[config.mk]
export PLATFORM = sky130hd
export DESIGN_NAME = alu_console
export DESIGN_NICKNAME = d
export VERILOG_FILES = /design/src/rtl/alu_console.sv
export SDC_FILE = /design/constraint.sdc
export NUM_CORES = 1
export LEC_CHECK = 0
export ABC_AREA = 1
export CORE_ASPECT_RATIO = 1.25
export CORE_MARGIN = 5
export CORE_UTILIZATION = 45
export CTS_BUF_LIST = sky130_fd_sc_hd__clkbuf_8
export CTS_CLUSTER_SIZE = 24
export DETAILED_ROUTE_END_ITERATION = 10
export SLEW_MARGIN = 10
export SYNTH_ARGS = -nofsm -noshare
export SYNTH_HDL_FRONTEND = slang
export SYNTH_HIERARCHICAL = 1
export SYNTH_SLANG_ARGS = --single-unit
[constraint.sdc]
create_clock -name I_CLK -period 3.75 [get_ports I_CLK]
set_input_delay 0.75 -clock I_CLK [delete_from_list [all_inputs] [get_ports I_CLK]]
set_output_delay 0.75 -clock I_CLK [all_outputs]
set_load 0.02 [all_outputs]
[src/rtl/alu_console.sv]
// Operator console: keys two operands and an opcode chunk-wise from a switch bank into the ALU and shows a selected value on hex digits.
// Latency: load lands 2 edges after I_LOAD is first sampled high, result 1 edge after the opcode write. No backpressure: presses in CAPTURE are dropped.

module seven_segment_hex_mapping (
    input  logic [3:0] I_NIBBLE,
    output logic [6:0] O_SEGMENT
);
    // Active-high segments, bit 0 = a ... bit 6 = g
    always_comb begin
        O_SEGMENT = 7'h00;
        case (I_NIBBLE)
            4'h0: O_SEGMENT = 7'h3F;
            4'h1: O_SEGMENT = 7'h06;
            4'h2: O_SEGMENT = 7'h5B;
            4'h3: O_SEGMENT = 7'h4F;
            4'h4: O_SEGMENT = 7'h66;
            4'h5: O_SEGMENT = 7'h6D;
            4'h6: O_SEGMENT = 7'h7D;
            4'h7: O_SEGMENT = 7'h07;
            4'h8: O_SEGMENT = 7'h7F;
            4'h9: O_SEGMENT = 7'h6F;
            4'hA: O_SEGMENT = 7'h77;
            4'hB: O_SEGMENT = 7'h7C;
            4'hC: O_SEGMENT = 7'h39;
            4'hD: O_SEGMENT = 7'h5E;
            4'hE: O_SEGMENT = 7'h79;
            default: O_SEGMENT = 7'h71;
        endcase
    end
endmodule

module alu #(
    parameter int P_WIDTH = 16
) (
    input  logic [P_WIDTH-1:0] I_A,
    input  logic [P_WIDTH-1:0] I_B,
    input  logic [4:0]         I_OPCODE,
    output logic [P_WIDTH-1:0] O_C,
    output logic [4:0]         O_STATUS
);
    // Status bits: [4] carry/borrow, [3] A<B unsigned, [2] signed overflow, [1] negative, [0] zero
    logic [P_WIDTH:0] sum;
    logic [P_WIDTH:0] diff;
    logic             carry;
    logic             ovf;

    always_comb begin
        sum   = {1'b0, I_A} + {1'b0, I_B};
        diff  = {1'b0, I_A} - {1'b0, I_B};
        O_C   = '0;
        carry = 1'b0;
        ovf   = 1'b0;
        case (I_OPCODE)
            5'h01: begin
                O_C   = sum[P_WIDTH-1:0];
                carry = sum[P_WIDTH];
                ovf   = (I_A[P_WIDTH-1] == I_B[P_WIDTH-1]) && (O_C[P_WIDTH-1] != I_A[P_WIDTH-1]);
            end
            5'h02: begin
                O_C   = diff[P_WIDTH-1:0];
                carry = diff[P_WIDTH];
                ovf   = (I_A[P_WIDTH-1] != I_B[P_WIDTH-1]) && (O_C[P_WIDTH-1] != I_A[P_WIDTH-1]);
            end
            5'h03: O_C = I_A & I_B;
            5'h04: O_C = I_A | I_B;
            5'h05: O_C = I_A ^ I_B;
            5'h06: O_C = ~I_A;
            5'h07: begin
                O_C   = {I_A[P_WIDTH-2:0], 1'b0};
                carry = I_A[P_WIDTH-1];
            end
            5'h08: begin
                O_C   = {1'b0, I_A[P_WIDTH-1:1]};
                carry = I_A[0];
            end
            5'h09: O_C = I_B;
            default: O_C = '0;
        endcase
        O_STATUS = {carry, (I_A < I_B), ovf, O_C[P_WIDTH-1], (O_C == '0)};
    end
endmodule

module alu_console #(
    parameter int P_WIDTH    = 16,
    parameter int P_IN_WIDTH = 8,
    localparam int N  = P_WIDTH / P_IN_WIDTH,
    localparam int D  = P_WIDTH / 4,
    localparam int CW = (N > 1) ? $clog2(N) : 1
) (
    input  logic                  I_CLK,
    input  logic                  I_NRESET,
    input  logic [P_IN_WIDTH-1:0] I_INPUT,
    input  logic                  I_LOAD,
    input  logic                  I_CHAIN,
    input  logic [1:0]            I_SHOW,
    output logic [7*D-1:0]        O_7_SEGMENT,
    output logic [4:0]            O_STATUS_LED,
    output logic                  O_RESULT_VALID,
    output logic [1:0]            O_PHASE,
    output logic [CW-1:0]         O_CHUNK
);
    typedef enum logic [2:0] {
        S_LOAD_A  = 3'd0,
        S_LOAD_B  = 3'd1,
        S_LOAD_OP = 3'd2,
        S_CAPTURE = 3'd3,
        S_RESULT  = 3'd4
    } state_t;

    state_t               state_q, state_d;
    logic [CW-1:0]        chunk_q, chunk_d;
    logic [P_WIDTH-1:0]   a_q, a_d, b_q, b_d, result_q, result_d;
    logic [4:0]           op_q, op_d, status_q, status_d;
    logic [2:0]           sync_q, sync_d;
    logic                 load;
    logic                 last_chunk;
    logic [P_WIDTH-1:0]   alu_c;
    logic [4:0]           alu_status;
    logic [P_WIDTH-1:0]   show_val;

    // Chunk 0 is the most significant slice of the operand
    function automatic int chunk_lsb(input logic [CW-1:0] k);
        return (N - 1 - int'(k)) * P_IN_WIDTH;
    endfunction

    assign sync_d     = {sync_q[1:0], I_LOAD};
    assign load       = sync_q[1] & ~sync_q[2];
    assign last_chunk = (int'(chunk_q) == N - 1);

    always_comb begin
        state_d  = state_q;
        chunk_d  = chunk_q;
        a_d      = a_q;
        b_d      = b_q;
        op_d     = op_q;
        result_d = result_q;
        status_d = status_q;
        case (state_q)
            S_LOAD_A, S_LOAD_B: begin
                if (load) begin
                    if (state_q == S_LOAD_A) a_d[chunk_lsb(chunk_q) +: P_IN_WIDTH] = I_INPUT;
                    else                     b_d[chunk_lsb(chunk_q) +: P_IN_WIDTH] = I_INPUT;
                    chunk_d = chunk_q + 1'b1;
                    if (last_chunk) begin
                        chunk_d = '0;
                        state_d = (state_q == S_LOAD_A) ? S_LOAD_B : S_LOAD_OP;
                    end
                end
            end
            S_LOAD_OP: begin
                if (load) begin
                    op_d    = I_INPUT[4:0];
                    state_d = S_CAPTURE;
                end
            end
            S_CAPTURE: begin
                result_d = alu_c;
                status_d = alu_status;
                state_d  = S_RESULT;
            end
            S_RESULT: begin
                // The press that leaves RESULT also carries the first chunk of new input
                if (load) begin
                    chunk_d = (N > 1) ? CW'(1) : '0;
                    if (I_CHAIN) begin
                        a_d                          = result_q;
                        b_d[P_WIDTH-1 -: P_IN_WIDTH] = I_INPUT;
                        state_d = (N > 1) ? S_LOAD_B : S_LOAD_OP;
                    end else begin
                        a_d[P_WIDTH-1 -: P_IN_WIDTH] = I_INPUT;
                        state_d = (N > 1) ? S_LOAD_A : S_LOAD_B;
                    end
                end
            end
            default: begin
                state_d = S_LOAD_A;
                chunk_d = '0;
            end
        endcase
    end

    always_ff @(posedge I_CLK or negedge I_NRESET) begin
        if (!I_NRESET) begin
            state_q  <= S_LOAD_A;
            chunk_q  <= '0;
            a_q      <= '0;
            b_q      <= '0;
            op_q     <= '0;
            result_q <= '0;
            status_q <= '0;
            sync_q   <= '0;
        end else begin
            state_q  <= state_d;
            chunk_q  <= chunk_d;
            a_q      <= a_d;
            b_q      <= b_d;
            op_q     <= op_d;
            result_q <= result_d;
            status_q <= status_d;
            sync_q   <= sync_d;
        end
    end

    alu #(.P_WIDTH(P_WIDTH)) u_alu (
        .I_A      (a_q),
        .I_B      (b_q),
        .I_OPCODE (op_q),
        .O_C      (alu_c),
        .O_STATUS (alu_status)
    );

    always_comb begin
        show_val = result_q;
        case (I_SHOW)
            2'd1:    show_val = a_q;
            2'd2:    show_val = b_q;
            2'd3:    show_val = {{(P_WIDTH-5){1'b0}}, op_q};
            default: show_val = result_q;
        endcase
    end

    for (genvar i = 0; i < D; i++) begin : g_digit
        seven_segment_hex_mapping u_seg (
            .I_NIBBLE  (show_val[4*i +: 4]),
            .O_SEGMENT (O_7_SEGMENT[7*i +: 7])
        );
    end

    always_comb begin
        O_PHASE = 2'd0;
        case (state_q)
            S_LOAD_B:             O_PHASE = 2'd1;
            S_LOAD_OP, S_CAPTURE: O_PHASE = 2'd2;
            S_RESULT:             O_PHASE = 2'd3;
            default:              O_PHASE = 2'd0;
        endcase
    end

    assign O_RESULT_VALID = (state_q == S_RESULT);
    assign O_STATUS_LED   = status_q;
    assign O_CHUNK        = chunk_q;
endmodule
==> metrics.cfg <==
[timing]
rsz0062_at_grt = yes
hold_ws_ns = 0.349
period_minus_slack_ns = 3.59
fin_ws_ns = 0.162
setup_viol = 0
clock_skew_ns = 0.0128
max_clock_freq_mhz = 279
finalSetupTns_ns = 0
final_max_slew_viol_count = 0
hold_violations = 0
worst_pin_slew_ns = 0.782
period_share_pct = 95.7
relSlewSlack_pct = 47.9

[routing]
drc = 0
drtIter0Drc = 579
post_drt_wl_per_cell_um = 15.4
wl_um = 25400
drtPass1Iterations = 7
ant_nets = 0
vias = 8558
viasPerCell = 5.19

[worst_setup_path]
path_max_fanout = 5
crit_type = input pin to output port
crit_family = buffers and inverters
crit_arrival_ns = 2.84
end_kind = output port
worst-path-buf-inv = 5
path_cells = clkdlybuf4s50_1 > nand2_2 > buf_4 > o2111ai_1 > inv_1 > buf_4 > ha_1 > nand2_1 > nand2_1 > nand2_1 > nand2_1 > dlygate4sd2_1
crit_top_cell = nand2_1
critPathSlowestCell = clkdlybuf4s50_1
cp_slowest_stage_delay_ns = 0.54
cp.required_ns = 3.00
cp-start-kind = input pin

[placement]
port_buffers = 50
place_ws_ns = -0.167
dp_hpwl_um = 20400
dp_cells = 1634
place_congestion = 0.934

[pwr]
p_leak_uw = 0.00496
p_per_area_nw_per_um2 = 846
ir_worst_vdd_mv = 0.492

[floorplanning]
row_count = 54
initial_utilization_pct = 46.0
die_h_um = 160
die_area_um2 = 20700
ioPinCount = 51
core_area_um2 = 17600
die_x_um = 130

[global_route]
grt-ovfl-total = 0
use_met3_pct = 1.67
grt.busiest_layer = met2
antenna_found_initial = 0
use_met1_pct = 32.5
grt_max_degree = 33
grt_use_met2_pct = 43.5
grt_pass1_wl_um = 41800
grt_usage_pct = 24.9
grt_pass1_vias = 8310

[clocking]
cts_root_buf = clkbuf_8
worst_skew_pair.late_latency_ns = 0.35
path_clk_slew_ns = 0.06
cts_buffer_depth = 2
cts_tree = yes
htreeDepth = 3
numCtsBuffers = 9
ctsHoldBuffers = 0
cts_sinks = 65

[logic_synthesis]
ys_seq_elements = 65
synth_edf_count = 0
synthCells = 1362
ys_warn_count = 6
synth_xor_area_share_pct = 0.108
async_reset_ff_share_pct = 100
synth-compound-area-share_pct = 7.93
synthesis.nets = 1454
syn_avg_cell_area_um2 = 5.93
synthMuxAreaShare_pct = 2.93
yosysSeqAreaShare_pct = 20.1
synth_cell_types = 37
synthSimpleGateAreaFrac_pct = 42.6
syn_area_um2 = 8070
synth_adder_area_share_pct = 12.3
synth_top_family_by_area = simple AND/OR/NAND/NOR gates
synth_flop_cell = dfrtp_1

[cells_and_area]
layout.nets = 1513
fin_util_pct = 51.6
antenna_cells = 0
final_common_cell = nand2_1
drive_gt1_share_pct = 8.35
fillers = 1902
synthToLayoutAreaGrowth_pct = 12.2
final_cell_mix = nand2_1, inv_1, nand3_1
stdcell_count = 1649

[run_status]
status = finished, final reports clean

[worst_hold_path]
hold_class = flip-flop to flip-flop

[job]
maxCapViolCount = 0

[flip-flops by register name, indices dropped and copies added, names as in the netlist]
register	cells
result_q	16
a_q	16
op_q	5
sync_q	3
state_q	3
O_STATUS_LED	5
O_CHUNK	1
b_q	16
[final cells by class]
type | instances | area, um^2 | area share [%]
multi-input combinational | 1038 | 5330 | 58.8
inverter | 213 | 812 | 8.96
clock inverter | 5 | 72.6 | 0.801
sequential | 65 | 1630 | 18.0
clock buffer | 10 | 138 | 1.52
timing repair buffer | 94 | 802 | 8.85
tap | 224 | 280 | 3.09
[path summary, 6_finish.rpt]
path                                 from               to  depth (start not counted)  slack (ns)
max in group asynchronous        I_NRESET  O_STATUS_LED[2]                          2        2.52
worst min register to register  sync_q[0]        sync_q[1]                          0        0.35
worst min-delay path            sync_q[0]        sync_q[1]                          0        0.35
min in group asynchronous        I_NRESET      result_q[0]                          1        0.48
worst max-delay path            I_SHOW[1]   O_7_SEGMENT[5]                         12        0.16
worst max register to register     a_q[0]  O_STATUS_LED[0]                         13        0.75
[cells in the mapped netlist (3+ instances only)]
cell type    n  area [um^2]
nand2_1    551         2070
nor2_1      79          297
dfrtp_1     65         1630
o21ai_1      6         30.0
o21bai_1     5         37.5
nand2_2      5         31.3
mux2_2      20          225
nand3_2      3         30.0
ha_1        76          951
nor3_1       8         40.0
inv_4        5         31.3
o21ai_0     53          265
inv_1      200          751
o211ai_1     8         60.1
a21oi_1     30          150
buf_2       22          110
buf_6       11          124
nor2_2       4         25.0
o2111ai_1    5         43.8
nand3_1    139          696
o22ai_1      5         31.3
buf_4       10         75.1
nor2_4       4         45.0
nand4_1     21          131
inv_2        8         30.0
or2_2        4         25.0
clkbuf_1     3         11.3
[kinds of logic after synthesis]
kind of cell    count (synthesis)
buf+inv                       259
fa+ha+maj                      78
compound gates                115
mux                            21
flops                          65
xor+xnor                        1
simple gates                  823
[worst register-to-register path, stage by stage (launching register included)]
cell	delay, ns
dfrtp_1	0.47
inv_1	0.27
ha_1	0.25
inv_1	0.09
fa_1	0.43
or2_2	0.31
nand3_1	0.10
o211ai_1	0.09
nor2_1	0.17
nand2_1	0.07
nor2_1	0.16
nand3_1	0.17
nor3_2	0.20
mux2_2	0.16
[power breakdown]
part           switching, uW  leakage [uW]  internal [uW]
clock network            264      0.000115            383
registers                514      0.000845            979
logic                   3600       0.00400           1920
[stage by stage]
stage                     total power [uW]  cell area, um^2
final                                 7660             9060
after floorplan                       5350             8070
after CTS                             7670             9050
after global routing                  8510             9060
after global placement                7100             8860
after detailed placement              7140             8860
[metal layers]
layer	part of all wire, %	vias to the layer above	routed length (um)
li1	-	4364	-
met1	45	3956	11400
met2	49	200	12400
met3	3.1	38	778
met4	3.1	0	789
met5	0	-	0
[repair_timing]
item | in CTS | in global routing
setup endpoints to repair | 27 | 9
setup buffers | 0 | 0
gates resized for setup | 27 | 7
Note: power is estimated with default switching activity, not from simulation.
